<file path="src/rtl/palindrome_pkg.sv">
// Shared types for the palindrome arbiter: controller state encoding.
package palindrome_pkg;

  typedef enum logic [1:0] {
    IDLE = 2'd0,
    EVAL = 2'd1,
    RESP = 2'd2
  } state_t;

endpackage

</file>
<file path="src/rtl/palindrome_core.sv">
// Combinational palindrome detector: the word must equal its own bit reversal.
module palindrome_core #(
  parameter int DATA_WIDTH = 32
) (
  input  logic [DATA_WIDTH-1:0] word,
  output logic                  pal
);

  logic [DATA_WIDTH-1:0] reversed;

  // Comparing against the full reversal covers odd widths (middle bit meets itself) and width 1.
  for (genvar gi = 0; gi < DATA_WIDTH; gi++) begin : g_rev
    assign reversed[gi] = word[DATA_WIDTH-1-gi];
  end

  assign pal = (reversed == word);

endmodule

</file>
<file path="src/rtl/palindrome_arbiter.sv">
// Round-robin arbiter feeding a shared palindrome detector; one result in flight at a time.
module palindrome_arbiter
  import palindrome_pkg::*;
#(
  parameter  int DATA_WIDTH = 32,
  parameter  int NUM_REQ    = 4,
  localparam int ID_W       = $clog2(NUM_REQ)
) (
  input  logic                          clk,
  input  logic                          resetn,
  input  logic [NUM_REQ-1:0]            req_valid,
  input  logic [NUM_REQ*DATA_WIDTH-1:0] req_data,
  output logic [NUM_REQ-1:0]            req_ready,
  output logic                          rsp_valid,
  input  logic                          rsp_ready,
  output logic [ID_W-1:0]               rsp_id,
  output logic                          rsp_pal,
  output logic                          busy
);

  state_t                state_reg;
  state_t                state_next;
  logic [ID_W-1:0]       last_grant_reg;
  logic [DATA_WIDTH-1:0] word_reg;
  logic [ID_W-1:0]       id_reg;
  logic                  pal_reg;
  logic [ID_W-1:0]       rsp_id_reg;

  logic                  grant_found;
  logic [ID_W-1:0]       grant_id;
  logic                  accept;
  logic                  core_pal;

  // Search starts one past the last winner, so the last winner has lowest priority.
  always_comb begin
    grant_found = 1'b0;
    grant_id    = '0;
    for (int k = 1; k <= NUM_REQ; k++) begin
      if (!grant_found &&
          req_valid[ID_W'((int'(last_grant_reg) + k) % NUM_REQ)]) begin
        grant_found = 1'b1;
        grant_id    = ID_W'((int'(last_grant_reg) + k) % NUM_REQ);
      end
    end
  end

  always_comb begin
    state_next = state_reg;
    req_ready  = '0;
    accept     = 1'b0;
    case (state_reg)
      IDLE: begin
        if (grant_found) begin
          req_ready[grant_id] = 1'b1;
          accept              = 1'b1;
          state_next          = EVAL;
        end
      end
      EVAL:    state_next = RESP;
      RESP:    if (rsp_ready) state_next = IDLE;
      default: state_next = IDLE;
    endcase
  end

  always_ff @(posedge clk or negedge resetn) begin
    if (!resetn) begin
      state_reg      <= IDLE;
      last_grant_reg <= ID_W'(NUM_REQ - 1);
      word_reg       <= '0;
      id_reg         <= '0;
      pal_reg        <= 1'b0;
      rsp_id_reg     <= '0;
    end else begin
      state_reg <= state_next;
      if (accept) begin
        last_grant_reg <= grant_id;
        word_reg       <= req_data[grant_id*DATA_WIDTH +: DATA_WIDTH];
        id_reg         <= grant_id;
      end
      // Result fields are zero outside RESP, so they are cleared as the response retires.
      if (state_reg == EVAL) begin
        pal_reg    <= core_pal;
        rsp_id_reg <= id_reg;
      end else if (state_reg == RESP && rsp_ready) begin
        pal_reg    <= 1'b0;
        rsp_id_reg <= '0;
      end
    end
  end

  palindrome_core #(
    .DATA_WIDTH(DATA_WIDTH)
  ) u_core (
    .word(word_reg),
    .pal (core_pal)
  );

  assign rsp_valid = (state_reg == RESP);
  assign rsp_pal   = pal_reg;
  assign rsp_id    = rsp_id_reg;
  assign busy      = (state_reg != IDLE);

endmodule

</file>
<file path="config.mk">
export PLATFORM = sky130hd
export DESIGN_NAME = palindrome_arbiter
export DESIGN_NICKNAME = d
export VERILOG_FILES = /design/src/rtl/palindrome_pkg.sv /design/src/rtl/palindrome_core.sv /design/src/rtl/palindrome_arbiter.sv
export SDC_FILE = /design/constraint.sdc
export NUM_CORES = 1
export LEC_CHECK = 0
export CORE_MARGIN = 2
export CORE_UTILIZATION = 55
export DETAILED_ROUTE_END_ITERATION = 7
export DONT_BUFFER_PORTS = 1
export GPL_ROUTABILITY_DRIVEN = 0
export PLACE_DENSITY = 0.7
export SLEW_MARGIN = 30
export SYNTH_ARGS = -nofsm -noshare
export SYNTH_HDL_FRONTEND = slang
export SYNTH_SLANG_ARGS = --single-unit
export TNS_END_PERCENT = 100
</file>
<file path="constraint.sdc">
create_clock -name clk -period 2.6 [get_ports clk]
set_input_delay 0.52 -clock clk [delete_from_list [all_inputs] [get_ports clk]]
set_output_delay 0.52 -clock clk [all_outputs]
set_load 0.005 [all_outputs]
</file>
Word-level counts from Yosys, hierarchy flattened
Index checks and enable logic that the tools add are counted.
{"block": "classes", "multipliers": 0, "bitwise": 0, "muxes": 33, "n_reduce_logical": 12, "n_shift": 1, "n_lt_le_gt_ge": 6, "add_sub_neg": 4, "n_eq_ne": 5, "div_mod_pow": 0}
{"op": "128-bit by 8-bit indexed part select with 32-bit output", "n": 1}
{"op": "32-bit equality test", "n": 1}
{"op": "1-bit two-way mux", "n": 17}
{"op": "2-bit by 4-bit less-than comparator with 1-bit output (second input constant)", "n": 4}
{"op": "2-bit two-way mux", "n": 8}
{"op": "1-bit binary-select mux with 2-bit select", "n": 4}
{"op": "4-bit two-way mux", "n": 2}
{"op": "2-bit case mux with 3 select lines", "n": 1}
{"op": "1-bit logical AND", "n": 5}
{"op": "2-bit by 1-bit adder with 2-bit output (second input constant)", "n": 2}
{"op": "2-bit adder (second input constant)", "n": 2}
{"op": "2-bit nonzero test", "n": 2}
{"op": "1-bit logical NOT", "n": 3}
{"op": "2-bit by 3-bit less-than comparator with 1-bit output (second input constant)", "n": 1}
{"op": "1-bit demux with 2-bit select", "n": 1}
{"op": "2-bit by 1-bit equality test with 1-bit output (second input constant)", "n": 1}
{"op": "2-bit equality test (second input constant)", "n": 1}
{"op": "2-bit by 1-bit >= comparator with 1-bit output (second input constant)", "n": 1}
{"op": "2-bit logical NOT", "n": 1}
{"op": "2-bit by 1-bit != test with 1-bit output (second input constant)", "n": 1}
{"op": "2-bit != test (second input constant)", "n": 1}
{"op": "2-bit AND reduction", "n": 1}
{"block": "word_totals", "ff_bits": 41, "out_inout_bits": 9, "mem_bits_rw": 0, "latch_bits": 0, "rom_bits": 0, "memories": 0, "wordCells": 67}

Depth between registers and ports, before layout
Gate-level depths: netlist of the first run.
{"block": "logic_depth", "depth_word": 20, "ltp_mapped": 8, "depth_no_buf": 5}

Hierarchy
Synthesis of the first run repeated with hierarchy kept, for this count alone.
{"block": "unflattened", "hier_cells": 334, "hier_area_um2": 3156.8}
{"mod": "palindrome_arbiter", "n_inst": 1, "area_per_inst_um2": 2979.1, "cells_per_inst": 313, "seq_area_each_um2": 1028.5}
{"mod": "palindrome_core", "n_inst": 1, "area_per_inst_um2": 177.7, "cells_per_inst": 21, "seq_area_each_um2": 0.0}

Least setup slack after synthesis of the first run
Ideal clock, no wire load.
{"block": "synth_path", "path_kind": "flip-flop to output port", "startpoint": "register last_grant_reg[1]", "endpoint": "output req_ready[0]", "n_path_buf": 2, "arrival_ns": 1.718, "path_slack_ns": 0.362, "stages_incl_launch_ff": 7, "path_cell_list": "dfstp_2 buf_6 mux2i_1 a2bb2oi_2 buf_2 nand2_1 nor3_1"}
{"block": "synth_between", "elab_chain_cells": 20}
{"element": "start, declared", "line": "palindrome_arbiter.sv:23", "source": "logic [ID_W-1:0] last_grant_reg;"}
{"element": "start signal, assigned", "line": "palindrome_arbiter.sv:68", "source": "last_grant_reg <= ID_W'(NUM_REQ - 1);"}
{"element": "start signal, assigned", "line": "palindrome_arbiter.sv:76", "source": "last_grant_reg <= grant_id;"}
{"element": "2-bit by 1-bit adder with 2-bit output", "line": "palindrome_arbiter.sv:40, palindrome_arbiter.sv:42"}
{"element": "1-bit binary-select mux with 2-bit select", "line": "palindrome_arbiter.sv:40", "source": "req_valid[ID_W'((int'(last_grant_reg) + k) % NUM_REQ)]) begin"}
{"element": "1-bit two-way mux (not written as such) (2 in a row)", "line": "palindrome_arbiter.sv:40"}
{"element": "1-bit two-way mux", "line": "palindrome_arbiter.sv:39", "source": "if (!grant_found &&"}
{"element": "1-bit logical NOT", "line": "palindrome_arbiter.sv:39"}
{"element": "1-bit logical AND", "line": "palindrome_arbiter.sv:39"}
{"element": "1-bit two-way mux", "line": "palindrome_arbiter.sv:39"}
{"element": "1-bit logical NOT", "line": "palindrome_arbiter.sv:39"}
{"element": "(+3 left out)"}
{"element": "1-bit logical AND", "line": "palindrome_arbiter.sv:39"}
{"element": "2-bit two-way mux", "line": "palindrome_arbiter.sv:39"}
{"element": "2-bit by 3-bit less-than comparator with 1-bit output (not written as such) or 2-bit by 1-bit >= comparator with 1-bit output (tied branches)", "line": "palindrome_arbiter.sv:54", "source": "req_ready[grant_id] = 1'b1;"}
{"element": "1-bit logical AND (not written as such)", "line": "palindrome_arbiter.sv:54"}
{"element": "1-bit two-way mux (not written as such)", "line": "palindrome_arbiter.sv:54"}
{"element": "1-bit demux with 2-bit select", "line": "palindrome_arbiter.sv:54"}
{"element": "4-bit two-way mux (*)", "line": "palindrome_arbiter.sv:53", "source": "if (grant_found) begin"}
{"element": "4-bit two-way mux (*)", "line": "palindrome_arbiter.sv:51", "source": "case (state_reg)"}
{"element": "end, declared", "line": "palindrome_arbiter.sv:13", "source": "output logic [NUM_REQ-1:0] req_ready,"}
Every way passes the cells marked *; elsewhere a longest branch is shown, timed or not. The select of a mux whose other input is x is not followed.

Final worst setup path of the first run
Ends and elaborated chain as after synthesis.

==> results of run 1 <==
final cells by class:
cell class                 instances  area [um2]
clock buffer                       6        72.6
clock inverter                     2        35.0
fill                             457        2020
inverter                           3        11.3
multi-input combinational        224        1720
sequential                        41        1030
tap                               70        87.6
timing repair buffer              13         135
Yosys cell counts, types with 2 or more instances:
cell type and n:
dfrtp_1 39, a21oi_1 36, o21ai_0 33, a221o_1 32, nand3_1 32, mux2_4 26
clkbuf_1 19, xor2_1 16, nor2_1 8, nand2_1 7, mux2_2 6, nand2b_1 4
buf_2 3, inv_1 3, nor3_1 3, nor4_1 3, buf_12 2, buf_6 2
dfstp_2 2, o22ai_1 2
kinds of logic after synthesis:
group                  share of synthesized area, %
AO/OA/AOI/OAI                                  26.9
XOR/XNOR                                       4.82
buffers and inverters                          5.64
flip-flops                                     35.4
multiplexers                                   16.1
AND/OR/NAND/NOR                                11.1
stage by stage:
stage               hold WS, ns  total power [uW]  worst slack (ns)  instances
finish                   0.0498              3720             0.157        359
global route             0.0296              4050            0.0508        359
CTS                      0.0430              3760             0.170        359
detailed placement        0.225              3230             0.334        350
global placement          0.225              3170             0.399        350
floorplan                 0.224              2820             0.362        295
metal layers:
metal	up-vias	wire length, um
met1	1128	3150
met4	0	110
met5	-	0
met2	107	3610
li1	1112	-
met3	13	440
worst max-delay path, delay by kind of cell, from the launching register on:
family	cells	cell delay [ns]
AO/OA/AOI/OAI	1	0.22
flip-flops	1	0.64
multiplexers	1	0.39
AND/OR/NAND/NOR	2	0.37
cell usage in the layout, fill, tap and decap left out, types with 2 or more instances in the layout:
cell type and n:
o22ai_1 2, nor3_1 3, o21ai_0 33, nand3_1 32
mux2_2 6, buf_4 10, nand2_1 7, inv_1 3
a21oi_1 36, a221o_1 32, xor2_1 16, nor2_1 7
dfstp_2 2, buf_12 3, clkbuf_8 5, dfrtp_1 39
nor4_1 3, nand2b_1 4, mux2_4 26
worst max path at each step:
stage | from | slack, ns | end | depth (start not counted)
after floorplan | last_grant_reg[1] | 0.36 | req_ready[0] | 6
after global placement | last_grant_reg[1] | 0.40 | word_reg[8] | 6
after detailed placement | last_grant_reg[1] | 0.33 | word_reg[5] | 6
after CTS | last_grant_reg[1] | 0.17 | req_ready[0] | 4
after global routing | last_grant_reg[1] | 0.05 | req_ready[0] | 4
final | last_grant_reg[1] | 0.16 | req_ready[0] | 4
repair_timing:
| item | in CTS | in global routing |
|---|---|---|
| hold buffers | 1 | 0 |
| endpoints found under the hold margin | 39 | 0 |
| gates resized for setup | 0 | 0 |
power groups by stage:
stage / Clock (uW) / Combinational, uW / Sequential [uW]
after floorplan: 0 / 1660 / 1150
after global placement: 0 / 1920 / 1250
after detailed placement: 0 / 1970 / 1250
after CTS: 519 / 1990 / 1240
after global routing: 554 / 2200 / 1290
final: 504 / 1970 / 1250
==> flow_metrics.env, run 1 <==
export IMPL_cp_slowest_cell="dfstp_2"
export IMPL_synthTopCellsByArea="dfrtp_1 34%, mux2_4 13%, a221o_1 11%"
export IMPL_synth_seq_cells=41
export IMPL_grt_first_pass_wirelength_mm=11.9
export IMPL_r2r_end="word_reg[8]"
export IMPL_ff2ff_path_depth=6
export IMPL_worst_slew_pin_slew_ns=0.810
export IMPL_r2r_start="last_grant_reg[1]"
export IMPL_ys_warn_count=0
export IMPL_synth_top_area_share_pct=33.6
export IMPL_syn2layout_area_growth_pct=6.33
export IMPL_antenna_found_initial=0
export IMPL_power_density_mw_per_mm2=1200
export IMPL_std_cell_rows=26
export IMPL_diodes=0
export IMPL_cts_tree="built"
export IMPL_rrSetupSlack_ns=0.31
export IMPL_drtIter0Drc=122
export IMPL_grt_busiest_layer="met2"
export IMPL_drive_gt1_share_pct=21.5
export IMPL_vias=2360
export IMPL_cp_start_kind="flip-flop"
export IMPL_h_tree_depth=2
export IMPL_drc=0
export IMPL_crit_path_max_incr_delay_ns=0.64
export IMPL_grt_max_degree=40
export IMPL_dp_hpwl_mm=5.36
export IMPL_totalWireLength_mm=7.31
export IMPL_drt_pre_antenna_iters=5
export IMPL_initial_core_util_pct=56.9
export IMPL_cts_made_buffers=5
export IMPL_post_synth_inst_count=295
export IMPL_path_class="flip-flop to primary output"
export IMPL_switching_share_pct=40.3
export IMPL_cp_end_kind="primary output"
export IMPL_synth_flop_cell="dfrtp_1"
export IMPL_fin_tns_setup_ns=0
export IMPL_cp_cell_sequence="mux2i_1 -> a2bb2oi_2 -> nand2_1 -> nor3_1"
export IMPL_maxCapViolCount=0
export IMPL_min_path_type="input pin to async pin"
export IMPL_required_ns=2.08
export IMPL_clock_path_buffers=2
export IMPL_utilization_pct=60.5
export IMPL_comb_power_share_pct=52.9
export IMPL_arrival_ns=1.92
export IMPL_chipWidth_um=76.7
export IMPL_switching_power_uw=1500
export IMPL_die_height_um=76.7
export IMPL_die_area_mm2=0.00588
export IMPL_power_frac_clock_pct=13.5
export IMPL_met2_usage_pct=42.5
export IMPL_synth_distinct_cells=37
export IMPL_seqPwrFrac_pct=33.5
export IMPL_slew_headroom_pct=46.0
export IMPL_cts_setup_buffers=0
export IMPL_nets=423
export IMPL_via_per_inst=6.57
export IMPL_grt_overflow_total=0
export IMPL_io_pin_count=144
export IMPL_grt_pass1_vias=2361
export IMPL_syn_num_nets=430
export IMPL_p_leak_uw=0.00134
export IMPL_intPower_uw=2220
export IMPL_clk_latency_ns=0.30
export IMPL_clock_sinks=41
export IMPL_numPortBuffers=0
export IMPL_worstPathMaxFanout=8
export IMPL_final_max_slew_viol_count=0
export IMPL_yosysSeqAreaShare_pct=35.4
export IMPL_async_reset_ff_share_pct=100
export IMPL_grt_usage_pct=25.8
export IMPL_period_share_pct=94.0
export IMPL_coreArea_mm2=0.00511
export IMPL_use_met1_pct=33.5
export IMPL_finClkSkew_ns=0.00763
export IMPL_ant_nets=0
export IMPL_ir_worst_vdd_mv=0.456
export IMPL_rsz0062_at_grt="false"
export IMPL_placed_area_mm2=0.00296
export IMPL_syn_avg_cell_area_um2=9.85
export IMPL_netlist_top_cell_by_area="dfrtp_1"
export IMPL_setup_viol=0
export IMPL_hold_viol_final=0
export IMPL_status="completed"
export IMPL_syn_cell_area_mm2=0.00291
export IMPL_period_needed_ns=2.44
export IMPL_clk_pin_slew_ns=0.08
export IMPL_synth_edf_count=0
export IMPL_grt_met3_usage_pct=7.06
export IMPL_largest_reg_flops=32
export IMPL_max_freq_mhz=409
export IMPL_wl_per_cell_um=20.4
export IMPL_cts_root_buffer="clkbuf_8"
export IMPL_final_area_mm2=0.00309
(Power assumes the default switching activity.)
==> inputs of run 2 (changes only) <==
--- a/config.mk
+++ b/config.mk
@@ -11,7 +11,7 @@
 export DONT_BUFFER_PORTS = 1
 export GPL_ROUTABILITY_DRIVEN = 0
 export PLACE_DENSITY = 0.7
-export SLEW_MARGIN = 30
+export SLEW_MARGIN = 10
 export SYNTH_ARGS = -nofsm -noshare
 export SYNTH_HDL_FRONTEND = slang
 export SYNTH_SLANG_ARGS = --single-unit
==> results of run 2 <==
Final layout, timing and power as in run 1 (identical DEF).
==> inputs of run 3 (changes only) <==
--- a/config.mk
+++ b/config.mk
@@ -5,6 +5,7 @@
 export SDC_FILE = /design/constraint.sdc
 export NUM_CORES = 1
 export LEC_CHECK = 0
+export ABC_AREA = 1
 export CORE_MARGIN = 2
 export CORE_UTILIZATION = 55
 export DETAILED_ROUTE_END_ITERATION = 7
==> run 3 against run 2 <==
Effect of this change:
- the flow now finishes with violations (negative setup slack)
- sequential share of layout area shrank 6.5 points
- non-clock buffer count grew 13
- register-to-register slack lost 0.14 ns
- final cell count grew 78%
- clock-buffer cell count shrank 1
- first-iteration DRC count grew 26%
- sequential cell count is the same
- critical path type unchanged
- critical endpoint unchanged
- highest routed layer unchanged
==> flow_metrics.env, run 3 <==
export IMPL_status="complete, but fails checks"
export IMPL_failed_checks="negative setup slack"
export IMPL_post_synth_inst_count=563
export IMPL_power_density_mw_per_mm2=1810
export IMPL_max_freq_mhz=383
export IMPL_initial_core_util_pct=56.2
export IMPL_syn_num_nets=698
export IMPL_period_needed_ns=2.61
export IMPL_clock_sinks=41
export IMPL_synthTopCellsByArea="dfrtp_1 28%, nand2_1 20%, inv_1 13%"
export IMPL_die_area_mm2=0.00703
export IMPL_grt_first_pass_wirelength_mm=14.0
export IMPL_io_pin_count=144
export IMPL_cts_tree="built"
export IMPL_wl_per_cell_um=13.7
export IMPL_async_reset_ff_share_pct=100
export IMPL_fin_ws_ns=-0.00980
export IMPL_via_per_inst=5.49
export IMPL_drc=0
export IMPL_wirelength_met1_mm=3.61
export IMPL_route_met3_wl_um=292
export IMPL_h_tree_depth=2
export IMPL_path_class="flip-flop to primary output"
export IMPL_cts_root_buffer="clkbuf_8"
export IMPL_synth_flop_cell="dfrtp_1"
export IMPL_yosysSeqAreaShare_pct=29.3
export IMPL_fill_cells=614
export IMPL_cp_start_kind="flip-flop"
export IMPL_r2r_end="word_reg[10]"
export IMPL_ys_warn_count=0
export IMPL_maxCapViolCount=0
export IMPL_hold_viol_final=0
export IMPL_synth_common_cells="187 x nand2_1, 119 x inv_1, 59 x nand3_1, 43 x nand4_1, 39 x dfrtp_1"
export IMPL_highest_layer="met4"
export IMPL_vias=3503
export IMPL_p_leak_uw=0.00224
export IMPL_numPortBuffers=0
export IMPL_min_path_type="input pin to async pin"
export IMPL_synth_distinct_cells=29
export IMPL_grt_overflow_total=0
export IMPL_largest_reg_flops=32
export IMPL_seqCellArea_mm2=0.00103
export IMPL_totalWireLength_mm=8.75
export IMPL_final_area_mm2=0.00384
export IMPL_grt_max_degree=47
export IMPL_clk_pin_slew_ns=0.08
export IMPL_syn2layout_area_growth_pct=9.56
export IMPL_slew_headroom_pct=71.7
export IMPL_synth_seq_cells=41
export IMPL_cts_made_buffers=5
export IMPL_std_cell_rows=29
export IMPL_rrSetupSlack_ns=0.17
export IMPL_synth_edf_count=0
export IMPL_rsz0062_at_grt="true"
export IMPL_worst_slew_pin_slew_ns=0.425
export IMPL_syn_cell_area_mm2=0.00351
export IMPL_worstPathMaxFanout=8
export IMPL_final_common_cell="nand2_1"
export IMPL_drtIter0Drc=154
export IMPL_fin_tns_setup_ns=-0.0128
export IMPL_drive_gt1_share_pct=13.4
export IMPL_required_ns=2.08
export IMPL_r2r_start="last_grant_reg[0]"
export IMPL_final_max_slew_viol_count=0
export IMPL_syn_avg_cell_area_um2=6.23
export IMPL_die_height_um=83.8
export IMPL_ff2ff_path_depth=14
export IMPL_ant_nets=0
export IMPL_grt_pass1_vias=3323
export IMPL_yosysMostFrequentCell="nand2_1"
export IMPL_ir_worst_vdd_mv=1.29
export IMPL_clk_latency_ns=0.29
export IMPL_period_share_pct=100
export IMPL_finClkSkew_ns=0.00816
export IMPL_wl_met2_mm=4.62
export IMPL_coreArea_mm2=0.00624
export IMPL_arrival_ns=2.09
export IMPL_clock_path_buffers=2
export IMPL_setup_viol=2
export IMPL_drt_pre_antenna_iters=4
export IMPL_diodes=0
export IMPL_netlist_top_cell_by_area="dfrtp_1"
export IMPL_nets=696
export IMPL_layout_common_cells="175 x nand2_1, 118 x inv_1, 56 x nand3_1, 43 x nand4_1, 39 x dfrtp_1"
export IMPL_chipWidth_um=83.8
export IMPL_antenna_found_initial=0
export IMPL_grt_usage_pct=24.2
export IMPL_multi_input_area_mm2=0.00191
export IMPL_placed_area_mm2=0.00349
export IMPL_synth_top_area_share_pct=27.8
export IMPL_cp_end_kind="primary output"
export IMPL_dp_hpwl_mm=6.25
==> run 3: worst max-delay path by stage <==
stage	slack [ns]	to	start	depth (start not counted)
global placement	0.30	req_ready[0]	last_grant_reg[0]	9
floorplan	0.24	req_ready[0]	last_grant_reg[0]	14
global route	-0.11	req_ready[0]	last_grant_reg[0]	11
detailed placement	0.24	word_reg[2]	last_grant_reg[0]	14
finish	-0.01	req_ready[0]	last_grant_reg[0]	11
CTS	0.005	req_ready[0]	last_grant_reg[0]	9
==> run 3: layer usage <==
| layer | track usage [%] | up-vias |
|---|---|---|
| met5 | 0 | - |
| met4 | 9.68 | 0 |
| met3 | 3.96 | 21 |
| met2 | 42.0 | 92 |
| met1 | 30.0 | 1636 |
| li1 | - | 1754 |
==> run 3: stage by stage <==
stage / power (uW) / util [%] / hold WS, ns / cells / worst slack [ns]
2_1_floorplan: 5220 / - / 0.224 / 563 / 0.238
3_3_place_gp: 5830 / 55.9 / 0.226 / 617 / 0.295
3_5_place_dp: 5910 / 55.9 / 0.225 / 617 / 0.245
4_1_cts: 6470 / 58.2 / 0.0611 / 627 / 0.00489
5_1_grt: 7700 / 61.5 / 0.0480 / 638 / -0.105
6_report: 6950 / 61.5 / 0.0597 / 638 / -0.00980
==> run 3: critical path: stages (launching register included) <==
cell and delay [ns]:
dfstp_2 0.61, clkinv_4 0.12, nand2_2 0.10, nand2_2 0.08, nand2_4 0.11, nand2_4 0.07
nand2_1 0.06, nand2_1 0.06, nand2_2 0.09, nand3_4 0.10, or2_4 0.30, nor2_4 0.10
==> run 3: layout make-up <==
cell class	instances	area share (%)
Tap cell	77	2.51
Inverter	124	12.4
Sequential cell	41	26.8
Timing Repair Buffer	26	5.83
Multi-Input combinational cell	363	49.7
Clock inverter	2	0.912
Clock buffer	5	1.79
==> run 3: cells by family (layout without fill, tap and decap cells) <==
| group | count (synthesis) | in the layout | share of synthesized area [%] |
|---|---|---|---|
| AND/OR/NAND/NOR | 314 | 314 | 40.9 |
| flip-flops | 41 | 41 | 29.3 |
| AO/OA/AOI/OAI | 36 | 36 | 7.07 |
| XOR/XNOR | 13 | 13 | 3.25 |
| buffers and inverters | 159 | 157 | 19.5 |
==> run 3: power breakdown <==
| part | internal, uW | leakage (uW) | switching (uW) |
|---|---|---|---|
| clock network | 279 | 0.0000540 | 208 |
| logic | 1880 | 0.00169 | 3360 |
| registers | 1010 | 0.000501 | 219 |
| total | 3170 | 0.00224 | 3790 |
==> run 3: what timing repair did <==
action | CTS | global route
hold endpoints to repair | 39 | 0
pin swaps | 0 | 13
endpoints found under the setup margin | 4 | 4
gates cloned | 0 | 0
gates resized for setup | 2 | 34
hold buffers | 1 | 0
buffers inserted | 2 | 11
